**src/rtl/puf_soc_pkg.sv**
```systemverilog
// Shared types and constants for the PUF SoC serial response path.
// The TX FSM state encoding lives here so the top and any debug logic agree on it.
package puf_soc_pkg;

    typedef enum logic [2:0] {
        TX_IDLE,
        TX_START,
        TX_DATA,
        TX_STOP,
        TX_DONE
    } tx_state_e;

    localparam int unsigned UART_FRAME_BITS = 10;
    localparam int unsigned UART_BYTE_W     = 8;

    // Cycles needed to send a burst of bytes, from first start-bit cycle to the done pulse.
    function automatic int unsigned frame_cycles(input int unsigned num_bytes,
                                                 input int unsigned clks_per_bit);
        return num_bytes * UART_FRAME_BITS * clks_per_bit;
    endfunction

endpackage

```
**src/rtl/puf_soc_baud_gen.sv**
```systemverilog
// Bit-period timer for the UART transmitter.
// Counts 0..CLKS_PER_BIT-1 and flags the terminal count; i_clear holds it at zero.
module puf_soc_baud_gen #(
    parameter int unsigned CLKS_PER_BIT = 868
) (
    input  logic clk,
    input  logic rst_n,
    input  logic i_clear,
    output logic o_tick
);

    localparam int unsigned CNT_W = (CLKS_PER_BIT > 1) ? $clog2(CLKS_PER_BIT) : 1;
    localparam logic [CNT_W-1:0] TERM_CNT = CNT_W'(CLKS_PER_BIT - 1);

    logic [CNT_W-1:0] r_cnt;
    logic             w_term;

    assign w_term = (r_cnt == TERM_CNT);

    always_ff @(posedge clk or negedge rst_n) begin
        if (!rst_n) begin
            r_cnt <= '0;
        end else if (i_clear || w_term) begin
            r_cnt <= '0;
        end else begin
            r_cnt <= r_cnt + CNT_W'(1);
        end
    end

    assign o_tick = w_term && !i_clear;

endmodule

```
**src/rtl/puf_soc_uart_tx.sv**
```systemverilog
// 8N1 UART transmitter for the PUF response word: sends DATA_WIDTH/8 bytes LSB-byte first
// on a rising edge of i_tx_enable and returns a one-cycle done pulse.
module puf_soc_uart_tx
    import puf_soc_pkg::*;
#(
    parameter int unsigned DATA_WIDTH   = 32,
    parameter int unsigned CLKS_PER_BIT = 868
) (
    input  logic                  clk,
    input  logic                  rst_n,
    input  logic                  i_tx_enable,
    input  logic [DATA_WIDTH-1:0] i_tx_data,
    output logic                  o_tx_serial,
    output logic                  o_tx_busy,
    output logic                  o_tx_done
);

    localparam int unsigned NUM_BYTES  = DATA_WIDTH / UART_BYTE_W;
    localparam int unsigned BYTE_IDX_W = (NUM_BYTES > 1) ? $clog2(NUM_BYTES) : 1;
    localparam logic [BYTE_IDX_W-1:0] LAST_BYTE = BYTE_IDX_W'(NUM_BYTES - 1);

    tx_state_e               r_state;
    logic                    r_en_q;
    logic [DATA_WIDTH-1:0]   r_shift;
    logic [2:0]              r_bit_idx;
    logic [BYTE_IDX_W-1:0]   r_byte_idx;
    logic                    r_serial;
    logic                    r_busy;
    logic                    r_done;

    logic                    w_tick;
    logic                    w_clear;
    logic                    w_start;
    logic [2:0]              w_next_bit;
    logic [UART_BYTE_W-1:0]  w_cur_byte;

    // Timer idles at zero outside a transfer so every START entry begins a full bit period.
    assign w_clear    = (r_state == TX_IDLE) || (r_state == TX_DONE);
    assign w_start    = (r_state == TX_IDLE) && i_tx_enable && !r_en_q;
    assign w_next_bit = r_bit_idx + 3'd1;
    assign w_cur_byte = r_shift[UART_BYTE_W-1:0];

    puf_soc_baud_gen #(
        .CLKS_PER_BIT (CLKS_PER_BIT)
    ) u_baud_gen (
        .clk     (clk),
        .rst_n   (rst_n),
        .i_clear (w_clear),
        .o_tick  (w_tick)
    );

    always_ff @(posedge clk or negedge rst_n) begin
        if (!rst_n) begin
            r_state    <= TX_IDLE;
            r_en_q     <= 1'b0;
            r_shift    <= '0;
            r_bit_idx  <= '0;
            r_byte_idx <= '0;
            r_serial   <= 1'b1;
            r_busy     <= 1'b0;
            r_done     <= 1'b0;
        end else begin
            r_en_q <= i_tx_enable;
            r_done <= 1'b0;
            case (r_state)
                TX_IDLE: begin
                    r_serial <= 1'b1;
                    r_busy   <= 1'b0;
                    if (w_start) begin
                        r_shift    <= i_tx_data;
                        r_byte_idx <= '0;
                        r_bit_idx  <= '0;
                        r_serial   <= 1'b0;
                        r_busy     <= 1'b1;
                        r_state    <= TX_START;
                    end
                end
                TX_START: begin
                    if (w_tick) begin
                        r_bit_idx <= '0;
                        r_serial  <= w_cur_byte[0];
                        r_state   <= TX_DATA;
                    end
                end
                TX_DATA: begin
                    if (w_tick) begin
                        if (r_bit_idx == 3'd7) begin
                            r_serial <= 1'b1;
                            r_state  <= TX_STOP;
                        end else begin
                            r_bit_idx <= w_next_bit;
                            r_serial  <= w_cur_byte[w_next_bit];
                        end
                    end
                end
                TX_STOP: begin
                    if (w_tick) begin
                        if (r_byte_idx < LAST_BYTE) begin
                            r_byte_idx <= r_byte_idx + BYTE_IDX_W'(1);
                            r_shift    <= r_shift >> UART_BYTE_W;
                            r_serial   <= 1'b0;
                            r_state    <= TX_START;
                        end else begin
                            r_busy  <= 1'b0;
                            r_done  <= 1'b1;
                            r_state <= TX_DONE;
                        end
                    end
                end
                TX_DONE: begin
                    r_serial <= 1'b1;
                    r_state  <= TX_IDLE;
                end
                default: begin
                    r_serial <= 1'b1;
                    r_busy   <= 1'b0;
                    r_state  <= TX_IDLE;
                end
            endcase
        end
    end

    assign o_tx_serial = r_serial;
    assign o_tx_busy   = r_busy;
    assign o_tx_done   = r_done;

    a_done_single: assert property (@(posedge clk) disable iff (!rst_n) r_done |=> !r_done);
    a_idle_line:   assert property (@(posedge clk) disable iff (!rst_n)
                                    (r_state == TX_IDLE) |-> r_serial);
    a_done_idle:   assert property (@(posedge clk) disable iff (!rst_n) r_done |-> !r_busy);

endmodule

```
**config.mk**
```make
export PLATFORM = sky130hd
export DESIGN_NAME = puf_soc_uart_tx
export DESIGN_NICKNAME = d
export VERILOG_FILES = /design/src/rtl/puf_soc_pkg.sv /design/src/rtl/puf_soc_baud_gen.sv /design/src/rtl/puf_soc_uart_tx.sv
export SDC_FILE = /design/constraint.sdc
export NUM_CORES = 1
export LEC_CHECK = 0
export BUFFER_PORTS_ARGS = -buffer_cell sky130_fd_sc_hd__buf_2
export CORE_MARGIN = 10
export CORE_UTILIZATION = 50
export DETAILED_ROUTE_END_ITERATION = 6
export PLACE_DENSITY_LB_ADDON = 0.2
export SYNTH_ARGS = -nofsm -noshare
export SYNTH_HDL_FRONTEND = slang
export SYNTH_HIERARCHICAL = 1
export SYNTH_SLANG_ARGS = --single-unit
export TNS_END_PERCENT = 5
```
**constraint.sdc**
```tcl
create_clock -name clk -period 2.25 [get_ports clk]
set_input_delay 0.225 -clock clk [delete_from_list [all_inputs] [get_ports clk]]
set_output_delay 0.225 -clock clk [all_outputs]
set_load 0.02 [all_outputs]
```
---- Yosys cells after proc, flatten, opt, wreduce, memory -nomap -nowiden ----
Cells that the tools add are included.
word-level totals
  register bits after elaboration ......... 54
  output and inout bits ................... 3
cells by class
  $lt $le $gt $ge ......................... 2
  reductions and logical operators ........ 16
  mux-type cells .......................... 37
  add/sub/neg operators ................... 3
  bitwise gates (word level) .............. 1
  eq/ne operators ......................... 14
operators with widths
  operator                 number
  $mux W32                 3
  $pmux W32 S2             1
  $mux W3                  10
  $mux W1                  13
  $pmux W3 S4              1
  $add A10 B1 Y10 const B  1
  $eq A10 B10 Y1 const B   1
  $mux W10                 1
  $ne A2 B2 Y1 const B     5
  $reduce_and A5 Y1        2
  $pmux W3 S3              1
  $reduce_and A4 Y1        2
  $eq A3 B2 Y1 const B     2
  $eq A3 B3 Y1 const B     2
  $mux W2                  3
  $ne A2 B1 Y1 const B     3
  $lt A3 B4 Y1 const B     1
  $pmux W1 S4              1
  $pmux W2 S2              1
  $add A3 B1 Y3 const B    1
  $bmux W1 S3              1
  $eq A3 B1 Y1 const B     1
  $logic_and A1 B1 Y1      3
  $logic_not A3 Y1         1
  10 further kinds         12

---- Logic depth before layout (Yosys ltp) ----
  word-level depth ........................ 6
  mapped depth ............................ 9
  gate-level depth less buffers ........... 8

---- By module ----
The synthesis kept the hierarchy.
by module, submodules not included
  module            cells an instance  instances  area an instance (sq um)
  puf_soc_uart_tx   160                1          2,255.9
  puf_soc_baud_gen  53                 1          534.3

---- Worst setup path before layout ----
OpenSTA, ideal clock, no wires.
  path kind ............................... flip-flop to flip-flop
  start ................................... register r_state[0]
  end ..................................... register r_byte_idx[1]
  cell stages (with the launch flop) ...... 8
  data arrival time ....................... 2.024 ns
  required time ........................... 2.125 ns
  clock period less this slack ............ 2.149 ns
  setup slack ............................. 0.101 ns
  cell sequence ........................... dfrtp_1 -> clkbuf_1 -> nor2_1 -> nor2_1 -> clkbuf_1 -> o22ai_2 -> buf_6 -> mux2_4
between the ends
  longest elaborated chain between the ends .. 6
  elaborated cells on any way between the ends .. 14
RTL lines
  element                                                  RTL line                text
  start: declaration                                       puf_soc_uart_tx.sv:22   tx_state_e r_state;
  start signal: assignment                                 puf_soc_uart_tx.sv:54   r_state <= TX_IDLE;
  start signal: assignment                                 puf_soc_uart_tx.sv:75   r_state <= TX_START;
  start signal: assignment                                 puf_soc_uart_tx.sv:82   r_state <= TX_DATA;
  $eq A3 B3 Y1 / $logic_not A3 Y1 (equally long branches)  puf_soc_uart_tx.sv:38   assign w_clear = (r_state == TX_IDLE) || (r_state == TX_DONE);
  $logic_or A1 B1 Y1 (*)                                   puf_soc_uart_tx.sv:38
  net w_clear                                              puf_soc_uart_tx.sv:32   logic w_clear;
  $logic_not A1 Y1 (*)                                     puf_soc_baud_gen.sv:30  assign o_tick = w_term && !i_clear;
  $logic_and A1 B1 Y1 (*)                                  puf_soc_baud_gen.sv:30
  net w_tick                                               puf_soc_uart_tx.sv:31   logic w_tick;
  $ne A2 B1 Y1 (no source line) (*)                        --
  $reduce_and A4 Y1 (no source line) (*)                   --
  end signal: assignment                                   puf_soc_uart_tx.sv:99   r_byte_idx <= r_byte_idx + BYTE_IDX_W'(1);
  end: declaration                                         puf_soc_uart_tx.sv:26   logic [BYTE_IDX_W-1:0] r_byte_idx;
The timed path passes the listed nets; every way through them passes the cells marked *.
A chain may end at the register's enable or synchronous reset.

---- Worst setup path after layout ----
  start ................................... register u_baud_gen.r_cnt[0]
  end ..................................... register r_byte_idx[0]
between the ends
  longest elaborated chain between the ends .. 4
RTL lines
  element                             RTL line                text
  start: declaration                  puf_soc_baud_gen.sv:15  logic [CNT_W-1:0] r_cnt;
  start signal: assignment            puf_soc_baud_gen.sv:26  r_cnt <= r_cnt + CNT_W'(1);
  $eq A10 B10 Y1                      puf_soc_baud_gen.sv:18  assign w_term = (r_cnt == TERM_CNT);
  $logic_and A1 B1 Y1                 puf_soc_baud_gen.sv:30
  net w_tick                          puf_soc_uart_tx.sv:31
  $ne A2 B1 Y1 (no source line)       --
  $reduce_and A4 Y1 (no source line)  --
The timed path passes the listed nets, and every way through them passes these cells.

==> impl_metrics.tcl <==
set metrics [dict create \
    cts_buffers 5 \
    final.min_clock_period_ps 2030 \
    hold_class "primary input to flop" \
    syn_inst 213 \
    wire_per_inst_um 15.7 \
    die-width_um 94.7 \
    use_met1 0.170 \
    syn_nets 252 \
    grt_use_met3 0.0389 \
    finalSetupViolations 0 \
    worstPathRequired_ps 2450 \
    top_usage_layer "met2" \
    maxCapViolations 0 \
    worst_setup_path_end_kind "flop" \
    synth.most_common_cell "dfrtp_1" \
    routed_via_density 5.36 \
    drive_above_1_share 0.463 \
    synth_cell_types 47 \
    crit_chain "ha_1 -> and2_1 -> nand4_1 -> nor2_1 -> buf_4 -> o22ai_4 -> buf_12 -> mux2_2" \
    grt_pass1_vias 1837 \
    yosysTopAreaCellShare 0.475 \
    ys_seq_area_frac 0.485 \
    synth-edff-count 0 \
    dp_hpwl_um 3780 \
    final_cells 329 \
    setup_ws_ps 219 \
    cp_slowest_cell "dfrtp_1" \
    critPathKind "flop to flop" \
    met2_usage 0.182 \
    fmax_mhz 492 \
    vdd_ir_drop_max_mv 0.478 \
    fin_area_um2 3230 \
    ctsHtreeMaxLevel 2 \
    portBuffers 37 \
    antenna_found_initial 0 \
    maxSlewHeadroom 0.663 \
    hold_viol_final 0 \
    cts_tree "yes" \
    firstDrtPassIters 4 \
    clock-root-buffer "clkbuf_8" \
    path_delay_family "flip-flops" \
    final_nets 295 \
    cp_num_buf_inv 2 \
    path_max_fanout 34 \
    cp.arrival_ps 2230 \
    ys_warn_count 6 \
    critical_path.max_stage_delay_ps 440 \
    grt_pass1_wl_um 8870 \
    fin_crit_sh 0.902 \
    ant_nets 0 \
    overflow 0 \
    cts.sinks 54 \
    status "complete, no violations" \
    p_per_area_nw_per_um2 805 \
    antennaDiodeCount 0 \
    syn_area_um2 2790 \
    postCtsSetupBuffers 0 \
    placed_cells 320 \
    gp_congestion 0.731 \
    dp_worst_setup_slack_ps 199 \
    rsz0062_at_grt "no" \
    drv_slew 0 \
    vias 1763 \
    post-route-util 0.591 \
    syn_area_per_cell_um2 13.1 \
    cp-start-kind "flop" \
    initialDrtViolationCount 97 \
    start_util 0.510 \
    clk_pin_slew_worst_paths_ps 100 \
    grt_max_degree 35 \
    tightestPinTransition_ps 505 \
    finClkSkew_ps 3.54 \
    ios 38 \
    core_um2 5470 \
    die_area_um2 8970 \
    synth_commonest_cells "dfrtp_1 (53), mux2_2 (30), mux2_4 (20)" \
    yosysTopAreaCell "dfrtp_1" \
    rows 27 \
    synth_seq_cells 54 \
    clkLatencyLatePin_ps 300 \
    synth-main-ff-cell "dfrtp_1" \
    syn2layout_area_growth_pct 15.9 \
    cts_buffer_depth 2 \
    drc 0 \
    dieHeight_um 94.7 \
    placed_area_um2 3080 \
    yosys-top-cells-area "dfrtp_1 (48%), mux2_2 (12%), mux2_4 (11%)" \
    grtUsageTotal 0.123 \
    fin_setup_tns_ps 0 \
    synthArstFlopShare 1.00 \
    p_leak_nw 1.52 \
    drt-total-wl_um 5170 \
]
[cell usage in the layout, fill, tap and decap left out, types with 2 or more instances in the layout]
cell type	instances
a21oi_1	7
a22o_1	10
and2_1	3
buf_2	37
buf_4	9
bufinv_16	2
clkbuf_8	5
dfrtp_1	53
ha_1	4
inv_1	4
mux2_1	2
mux2_2	30
mux2_4	20
mux4_2	2
nand2_1	6
nand3_1	2
nand4_1	4
nor2_1	16
nor4_2	2
o21ai_0	4
o31ai_1	2
or3_1	3
xnor2_1	2
xor2_1	3
[layout make-up]
| class | count | area, um2 |
|---|---|---|
| Tap cell | 72 | 90.1 |
| Multi-Input combinational cell | 143 | 1360 |
| Sequential cell | 54 | 1350 |
| Inverter | 4 | 15.0 |
| Timing Repair Buffer | 48 | 283 |
| Clock inverter | 3 | 68.8 |
| Clock buffer | 5 | 68.8 |
| Fill cell | 471 | 2240 |
[cells by family after synthesis]
family	share of synthesized area
AO/OA/AOI/OAI	0.0857
XOR/XNOR	0.0157
adder cells (fa/ha/maj)	0.0179
buffers and inverters	0.0341
flip-flops	0.485
multiplexers	0.253
AND/OR/NAND/NOR	0.109
[what timing repair did]
action,in CTS,in global routing
hold buffers,1,0
endpoints found under the hold margin,20,0
gates resized for setup,0,1
setup endpoints to repair,0,1
[worst reg2reg max path, cell delays in order (launching register included)]
cell and delay [ps]:
dfrtp_1 440, ha_1 230, and2_1 150, nand4_1 80, nor2_1 40, buf_4 160, o22ai_4 190, buf_12 260
mux2_2 370
[per-stage QoR]
| step | power, W | hold slack [ps] |
|---|---|---|
| floorplan | 0.00168 | -70.6 |
| global placement | 0.00184 | 225 |
| detailed placement | 0.00185 | 225 |
| CTS | 0.00263 | 37.0 |
| global route | 0.00274 | 37.2 |
| finish | 0.00260 | 46.2 |
[final timing paths]
kind	to	slack [ps]	cells past startpoint	start
min reg2reg	o_tx_serial$_DFFE_PN1P_	500	2	o_tx_serial$_DFFE_PN1P_
max	r_byte_idx[0]$_DFFE_PN0P_	220	8	u_baud_gen/r_cnt[0]$_DFF_PN0_
max in group asynchronous	o_tx_serial$_DFFE_PN1P_	1160	3	rst_n
min in group asynchronous	u_baud_gen/r_cnt[6]$_DFF_PN0_	410	2	rst_n
max reg2reg	r_byte_idx[0]$_DFFE_PN0P_	220	8	u_baud_gen/r_cnt[0]$_DFF_PN0_
min	r_en_q$_DFF_PN0_	50	1	i_tx_enable
[flip-flops by register name (all words and copies together) (netlist names)]
register and count:
u_baud_gen/r_cnt 10, r_bit_idx 3, r_byte_idx 2, o_tx_done 1
o_tx_serial 1, r_en_q 1, r_state 3, r_shift 32
o_tx_busy 1
[report_power, final]
group | leakage (nW) | total, W | internal (W) | switching, W
sequential | 0.680 | 0.00133 | 0.00117 | 0.000161
clock | 0.0683 | 0.000771 | 0.000446 | 0.000325
combinational | 0.774 | 0.000501 | 0.000308 | 0.000193
total | 1.52 | 0.00260 | 0.00192 | 0.000679
[layer usage]
metal,vias to the layer above,share of wire
met4,0,0.011
met5,-,0
li1,865,-
met3,6,0.048
met1,862,0.50
met2,30,0.44
Power figures use the tool's default switching activity.
